**src/rtl/dmem_pkg.sv**
```systemverilog
// Shared constants, FSM encoding and store-path helpers for the data-memory
// access controller.
package dmem_pkg;

  localparam logic [2:0] MODE_B = 3'b001;
  localparam logic [2:0] MODE_H = 3'b010;
  localparam logic [2:0] MODE_W = 3'b100;

  typedef enum logic [1:0] {
    ST_IDLE   = 2'd0,
    ST_ACCESS = 2'd1,
    ST_WAIT   = 2'd2,
    ST_RESP   = 2'd3
  } state_e;

  // Byte-write mask for a store of the given size at byte offset off.
  function automatic logic [3:0] store_mask(input logic [2:0] mode, input logic [1:0] off);
    case (mode)
      MODE_B:  store_mask = 4'b0001 << off;
      MODE_H:  store_mask = off[1] ? 4'b1100 : 4'b0011;
      default: store_mask = 4'b1111;
    endcase
  endfunction

  // Right-justified store data copied into every lane it could land in.
  function automatic logic [31:0] lane_rep(input logic [2:0] mode, input logic [31:0] data);
    case (mode)
      MODE_B:  lane_rep = {4{data[7:0]}};
      MODE_H:  lane_rep = {2{data[15:0]}};
      default: lane_rep = data;
    endcase
  endfunction

  // Illegal size encoding or an address not aligned to the access size.
  function automatic logic req_bad(input logic [2:0] mode, input logic [1:0] off);
    case (mode)
      MODE_B:  req_bad = 1'b0;
      MODE_H:  req_bad = off[0];
      MODE_W:  req_bad = (off != 2'b00);
      default: req_bad = 1'b1;
    endcase
  endfunction

endpackage

```
**src/rtl/dmem_ctrl_load_align.sv**
```systemverilog
// Load-path lane extraction and sign/zero extension of an SRAM read word.
module load_align
  import dmem_pkg::*;
(
  input  logic [31:0] rdata,
  input  logic [2:0]  mode,
  input  logic        us,
  input  logic [1:0]  off,
  output logic [31:0] result
);

  logic [7:0]  byte_f;
  logic [15:0] half_f;

  always_comb begin
    byte_f = rdata[{off, 3'b000} +: 8];
    half_f = off[1] ? rdata[31:16] : rdata[15:0];
    // NOTE: every path assigns result (default arm included), so no latch is inferred.
    case (mode)
      MODE_B:  result = {{24{~us & byte_f[7]}}, byte_f};
      MODE_H:  result = {{16{~us & half_f[15]}}, half_f};
      default: result = rdata;
    endcase
  end

endmodule

```
**src/rtl/dmem_ctrl.sv**
```systemverilog
// Single-outstanding load/store controller between the MEM stage and a
// single-port synchronous data SRAM.
module dmem_ctrl
  import dmem_pkg::*;
#(
  parameter int ADDR_W = 32
) (
  input  logic              clk,
  input  logic              resetn,
  input  logic              req_valid,
  output logic              req_ready,
  input  logic              req_we,
  input  logic [2:0]        req_mode,
  input  logic              req_us,
  input  logic [ADDR_W-1:0] req_addr,
  input  logic [31:0]       req_wdata,
  output logic              resp_valid,
  input  logic              resp_ready,
  output logic [31:0]       resp_rdata,
  output logic              resp_err,
  output logic              data_sram_en,
  output logic [3:0]        data_sram_we,
  output logic [ADDR_W-1:0] data_sram_addr,
  output logic [31:0]       data_sram_wdata,
  input  logic [31:0]       data_sram_rdata
);

  state_e      state, state_nxt;
  logic        accept, bad;
  logic        r_we, r_us;
  logic [2:0]  r_mode;
  logic [1:0]  r_off;
  logic [31:0] load_val;

  assign bad    = req_bad(req_mode, req_addr[1:0]);
  assign accept = req_ready & req_valid;

  always_ff @(posedge clk or negedge resetn) begin
    if (!resetn) state <= ST_IDLE;
    else         state <= state_nxt;
  end

  always_comb begin
    state_nxt = state;
    case (state)
      ST_IDLE:   if (req_valid) state_nxt = bad ? ST_RESP : ST_ACCESS;
      ST_ACCESS: state_nxt = r_we ? ST_RESP : ST_WAIT;
      ST_WAIT:   state_nxt = ST_RESP;
      ST_RESP:   if (resp_ready) state_nxt = ST_IDLE;
      default:   state_nxt = ST_IDLE;
    endcase
  end

  always_comb begin
    req_ready  = (state == ST_IDLE);
    resp_valid = (state == ST_RESP);
  end

  load_align u_load_align (
    .rdata  (data_sram_rdata),
    .mode   (r_mode),
    .us     (r_us),
    .off    (r_off),
    .result (load_val)
  );

  always_ff @(posedge clk or negedge resetn) begin
    if (!resetn) begin
      r_we            <= 1'b0;
      r_us            <= 1'b0;
      r_mode          <= MODE_W;
      r_off           <= 2'b00;
      resp_rdata      <= '0;
      resp_err        <= 1'b0;
      data_sram_en    <= 1'b0;
      data_sram_we    <= '0;
      data_sram_addr  <= '0;
      data_sram_wdata <= '0;
    end else begin
      // NOTE: non-blocking so every register samples pre-edge values; the SRAM
      // port defaults to zero each cycle and is only loaded on an accept edge,
      // which keeps it live for exactly the ACCESS cycle.
      data_sram_en    <= 1'b0;
      data_sram_we    <= '0;
      data_sram_addr  <= '0;
      data_sram_wdata <= '0;
      if (accept) begin
        r_we       <= req_we;
        r_us       <= req_us;
        r_mode     <= req_mode;
        r_off      <= req_addr[1:0];
        resp_rdata <= '0;
        resp_err   <= bad;
        if (!bad) begin
          data_sram_en    <= 1'b1;
          data_sram_we    <= req_we ? store_mask(req_mode, req_addr[1:0]) : 4'b0000;
          data_sram_addr  <= {req_addr[ADDR_W-1:2], 2'b00};
          data_sram_wdata <= req_we ? lane_rep(req_mode, req_wdata) : 32'h0;
        end
      end
      if (state == ST_WAIT) resp_rdata <= load_val;
    end
  end

endmodule
```
**config.mk**
```make
export PLATFORM = sky130hd
export DESIGN_NAME = dmem_ctrl
export DESIGN_NICKNAME = d
export VERILOG_FILES = /design/src/rtl/dmem_pkg.sv /design/src/rtl/dmem_ctrl_load_align.sv /design/src/rtl/dmem_ctrl.sv
export SDC_FILE = /design/constraint.sdc
export NUM_CORES = 1
export LEC_CHECK = 0
export CORE_MARGIN = 2
export CORE_UTILIZATION = 40
export CTS_BUF_LIST = sky130_fd_sc_hd__clkbuf_4 sky130_fd_sc_hd__clkbuf_8 sky130_fd_sc_hd__clkbuf_16
export CTS_CLUSTER_SIZE = 8
export DETAILED_ROUTE_END_ITERATION = 10
export HOLD_SLACK_MARGIN = 0.1
export PLACE_DENSITY = 0.73
export REMOVE_ABC_BUFFERS = 1
export SYNTH_ARGS = -nofsm -noshare
export SYNTH_HDL_FRONTEND = slang
export SYNTH_HIERARCHICAL = 1
export SYNTH_SLANG_ARGS = --single-unit
```
**constraint.sdc**
```tcl
create_clock -name clk -period 2.3 [get_ports clk]
set_clock_uncertainty 0.1 [all_clocks]
set_input_delay 0.345 -clock clk [delete_from_list [all_inputs] [get_ports clk]]
set_output_delay 0.345 -clock clk [all_outputs]
set_load 0.01 [all_outputs]
```
# == After elaboration in Yosys (flattened, before gate mapping) ==
# Cells that the tools add are included.
# word_totals
regBits,111
latchBits,0
mem_bits_rw,0
mem_bits_ro,0
inputBits,105
out_inout_bits,104
word_cells,54
n_memories,0
# classes
n_addsub,0
n_mul,0
div_mod_pow,0
magnitude_cmp,0
n_eq_ne,10
shifts,2
n_mux,23
bitwise_logic,4
reduce_logical,4
# ops
operator,count
32-bit two-way mux,7
32-bit case mux with 2 select lines,2
32-bit by 6-bit variable part select with 8-bit output,1
16-bit two-way mux,1
4-bit two-way mux,4
2-bit case mux with 4 select lines,1
4-bit case mux with 2 select lines,1
3-bit by 1-bit == test with 1-bit output (second input constant),2
3-bit by 2-bit == test with 1-bit output (second input constant),2
2-bit two-way mux,3
2-bit == test (second input constant),2
2-bit nonzero test,2
1-bit by 2-bit left shift with 4-bit output (first input constant),1
1-bit bitwise AND,3
3-bit == test (second input constant),1
1-bit two-way mux,3
1-bit case mux with 3 select lines,1
2-bit by 1-bit == test with 1-bit output (second input constant),1
2-bit logical NOT,1
2-bit by 1-bit != test with 1-bit output (second input constant),1
2-bit != test (second input constant),1
2-bit AND reduction,1
1-bit inverter,1

# == Longest topological paths before layout ==
# logic_depth
ltp_word,5
mapped_depth,7
mapped_depth_nobuf,5

# == Modules after synthesis ==
# Netlist, hierarchy kept.
# modules_own_cells
module,instances,cells_each,area_each_um2,seq_area_each_um2
dmem_ctrl,1,407,4434.3,2728.9
load_align,1,116,832.0,0.0

# == Least setup slack after synthesis ==
# No wires, ideal clock.
# synth_path
path_type,register to register
from,register state[0]
to,register r_mode[1]
setup_ps,125
arrival_time_ps,1704
required_time_ps,2075
slack_ps,371
stages_incl_launch_ff,7
n_path_buf,2
period_less_slack_ps,1929
cell_sequence,dfrtp_1 > inv_1 > ha_1 > buf_2 > nand2_1 > clkbuf_1 > mux2_2
# synth_via
elab_chain_len,2
# synth_rtl
element,line_no,rtl
"start, declared",dmem_ctrl.sv:28,"state_e state, state_nxt;"
"start signal, assigned",dmem_ctrl.sv:40,else state <= state_nxt;
2-bit logical NOT,dmem_ctrl.sv:55,req_ready = (state == ST_IDLE);
net req_ready,dmem_ctrl.sv:11,"output logic req_ready,"
1-bit bitwise AND,dmem_ctrl.sv:36,assign accept = req_ready & req_valid;
"end signal, assigned",dmem_ctrl.sv:90,r_mode <= req_mode;
"end, declared",dmem_ctrl.sv:31,logic [2:0] r_mode;
# The timed path passes the listed nets, and every way through them passes these cells.
# A chain may end at the register's enable or synchronous reset.

# == Final worst setup path ==
# layout_path
from,register state[1]
to,output req_ready
# layout_via
elab_chain_len,1
# layout_rtl
element,line_no
2-bit logical NOT,dmem_ctrl.sv:55
"end, declared",dmem_ctrl.sv:11
# Every way passes these cells.

==> Flow_metrics.wiki <==
{| class="wikitable"
! Metric !! Value
|-
| Status || finished, final reports clean
|-
| Post-synthesis sequential area ratio || 0.518
|-
| Portion of total power attributed to sequential cells || 0.356
|-
| Number of placement rows || 41
|-
| Fraction of layout instances using a drive strength above 1 || 0.109
|-
| Number of max-slew violations in the final report || 0
|-
| Via density || around 5.3
|-
| RSZ-0062 raised after global routing || false
|-
| Number of sinks driven by the clock tree || 109
|-
| Count of synthesis-stage warnings from yosys || 6
|-
| Ordered cell list for the critical path || inv_1, ha_2, clkdlybuf4s50_1
|-
| Tot Pwr || 7.41 mW
|-
| Chip width || between 100 and 150 um
|-
| Most common cell after layout, fill and taps aside || sky130_fd_sc_hd__clkdlybuf4s50_1
|-
| Synthesized area per cell || 10.1 um2
|-
| Minimum period implied by the final worst setup slack || 2190 ps
|-
| Depth of the CTS H-tree || 3
|-
| Top fanout value on the critical path || 8
|-
| Launching point of the worst reg2reg path || r_mode[1]
|-
| Depth of the worst register-to-register path || 5
|-
| Async set-or-reset flop fraction in the synthesized netlist || 1.00
|-
| Number of I/O pins || 209
|-
| Max Cap Violations || 0
|-
| Register-to-register setup slack || roughly 170 ps
|-
| Termination of the worst setup path || req_ready
|-
| Startpoint kind of the worst setup timing path || flop
|-
| Peak ir drop on the vdd network || ~0.36 mV
|-
| Initial antenna violation count || 0
|-
| Chip Height || about 120 um
|-
| DR DRC count || 0
|-
| Highest-delay cell along the critical path || sky130_fd_sc_hd__clkdlybuf4s50_1
|-
| Iteration-0 DRC count of the detailed router || ~280
|-
| Clock-pin slew of the registers on the worst-case setup and hold paths || 80 ps
|-
| Half-perimeter wire length after detailed placement || between 10000 and 15000 um
|-
| Global Route Usage Sum || 0.223
|-
| Logic depth of the worst setup path including buffers || 3
|-
| Wire length of the first global-routing pass || between 20000 and 25000 um
|-
| Area growth from synthesis to layout || 49.6%
|-
| Cell variety after synth || 48
|-
| Post-Route Setup TNS || 0 ps
|-
| Maximum number of pins on one net before global-route repair || 60
|-
| Number of hold violations in the final report || 0
|-
| Tcrit/Tclk final || 0.951
|-
| Buf/Inv on CP || 2
|-
| Maximum clock path buffer count || 2
|-
| Crit path launch || state[1]
|-
| Non-Filler Instances || 894
|-
| DRT Wirelength || between 15000 and 20000 um
|-
| Req. time, crit path || 1860 ps
|-
| Die Area || about 14000 um2
|-
| Power Density || about 940 nW/um2
|-
| Diode insertion count for antenna repair || 0
|-
| Commonest cells after routing, fill and taps aside || sky130_fd_sc_hd__clkdlybuf4s50_1 (205), sky130_fd_sc_hd__dfrtp_1 (108), sky130_fd_sc_hd__nand2_1 (78)
|-
| Filler Cell Count || 1085
|-
| CTS buffer count || 9
|-
| Core region area || between 10000 and 15000 um2
|-
| CTS tree || yes
|-
| Transition time of the tightest slew-check pin || ~700 ps
|-
| Switching Power || 2.75 mW
|-
| Reg2reg end || resp_rdata[3]
|-
| Utilization after layout || 0.619
|-
| Number of global-route vias before repair || between 4000 and 5000
|-
| Maximum cell stage delay along the critical path || a little under 600 ps
|-
| Switching power as a share of total power || 0.372
|-
| Cell Count Post-Placement || around 880
|-
| Finish-stage setup viols || 0
|-
| Number of instances in the synthesized netlist || between 500 and 600
|-
| Starting density of the core || 0.414
|-
| Synth Cell Area || ~5300 um2
|-
| Nature of the critical path endpoint || output pin
|-
| Worst-skew pair later-pin latency || around 350 ps
|-
| Average wire per cell in the routed design || between 15 and 20 um
|-
| Leakage || roughly 3.3 nW
|-
| Cell internal pwr || ~4.7 mW
|-
| Final Hold Slack || around 280 ps
|-
| Number of input and output port buffers inserted || slightly above 200
|-
| Clock power frac || 0.199
|-
| Synthesized flop and latch total || around 110
|-
| Kind of critical path || reg -> out
|-
| Arrival time at the worst endpoint || between 1500 and 2000 ps
|-
| Gr ovfl total || 0
|-
| Most used flip-flop cell after synthesis || sky130_fd_sc_hd__dfrtp_1
|-
| Worst-case headroom to the max-slew limit || 0.533
|-
| Critical path's top delay family || buffers and inverters
|-
| FMAX || about 460 MHz
|-
| EDFF count, synth || 0
|-
| Number of iterations in the first detailed-routing pass || 5
|-
| Final weighted congestion in routability-driven placement || 0.925
|-
| Nets || approximately 830
|-
| Total setup buffers inserted after CTS || 0
|-
| Number of nets with antenna violations after routing || 0
|-
| Total number of vias || approximately 4800
|-
| Combinational share of power || 0.445
|-
| Type of the most critical hold path || in -> async
|-
| Clock root buffer master || sky130_fd_sc_hd__clkbuf_16
|}
==> per-layer routing <==
metal / routed length [um] / vias up / global-route usage
li1: - / 2256 / -
met1: 6070 / 2285 / 0.266
met2: 7530 / 211 / 0.375
met3: 1470 / 25 / 0.0748
met4: 329 / 0 / 0.0833
met5: 0 / - / 0
==> power groups by stage <==
stage | sequential [mW] | combinational, mW | clock [mW]
after floorplan | 2.72 | 1.67 | 0
after global placement | 2.64 | 3.21 | 0
after detailed placement | 2.67 | 3.28 | 0
after CTS | 2.64 | 3.30 | 1.52
after global routing | 2.69 | 3.62 | 1.60
final | 2.63 | 3.29 | 1.48
==> through the flow <==
stage	worst slack, ps	instance area, um2
finish	114	7880
global placement	131	7590
floorplan	-2500	5000
detailed placement	55.5	7590
global route	14.4	7880
CTS	15.6	7880
==> cell type report <==
type | instances | area (um2) | share of cell area
Timing Repair Buffer | 234 | 2360 | 0.300
Sequential cell | 109 | 2730 | 0.346
Tap cell | 172 | 215 | 0.0273
Clock inverter | 6 | 46.3 | 0.00588
Multi-Input combinational cell | 349 | 2240 | 0.285
Clock buffer | 10 | 233 | 0.0295
Inverter | 14 | 52.6 | 0.00667
==> worst min-delay path by stage <==
stage	from	endpoint	slack [ps]	cells after the start
after detailed placement	resetn	data_sram_wdata[4]	110	1
after global placement	resetn	data_sram_wdata[4]	120	1
after global routing	resetn	data_sram_wdata[5]	280	2
after CTS	resetn	data_sram_wdata[5]	270	2
after floorplan	resetn	data_sram_addr[10]	-50	0
final	resetn	data_sram_wdata[5]	280	2
==> flip-flops by register name, summed over array words and instances (netlist names) <==
register,flops
data_sram_wdata,32
r_mode,3
resp_rdata,32
state,2
data_sram_en,1
r_us,1
data_sram_addr,30
r_we,1
data_sram_we,4
r_off,2
resp_err,1
==> worst reg2reg max path: cells and delay by family (launching register included) <==
family | cells | cell delay (ps)
flip-flops | 1 | 550
AND/OR/NAND/NOR | 2 | 580
AO/OA/AOI/OAI | 3 | 740
==> Yosys cell counts (9+ instances only) <==
cell	number	share of area
sky130_fd_sc_hd__o221ai_1	9	0.015
sky130_fd_sc_hd__a22oi_2	10	0.024
sky130_fd_sc_hd__a211oi_1	10	0.014
sky130_fd_sc_hd__clkbuf_1	24	0.017
sky130_fd_sc_hd__nand2_1	79	0.056
sky130_fd_sc_hd__nor3b_1	41	0.058
sky130_fd_sc_hd__nor4_1	17	0.020
sky130_fd_sc_hd__o21ai_0	60	0.057
sky130_fd_sc_hd__dfrtp_1	108	0.51
sky130_fd_sc_hd__nand3_1	10	0.0095
sky130_fd_sc_hd__buf_2	14	0.013
sky130_fd_sc_hd__nor2_1	11	0.0078
sky130_fd_sc_hd__a21oi_1	19	0.018
sky130_fd_sc_hd__inv_1	14	0.010
==> cells by family after synthesis <==
| kind of cell | synth area share |
|---|---|
| and+or+nand+nor | 0.194 |
| AOI/OAI and AO/OA | 0.181 |
| DFF | 0.518 |
| buffers and inverters | 0.0603 |
| muxes | 0.0302 |
| adders and majority gates | 0.00950 |
| xor gates and xnor gates | 0.00665 |
| other | 0.000712 |
==> timing repair <==
item,in CTS,in global routing
endpoints found under the hold margin,69,0
resized for setup,0,1
endpoints found under the setup margin,0,1
hold buffers,1,0
No activity file was read; power rests on OpenSTA's default activity.
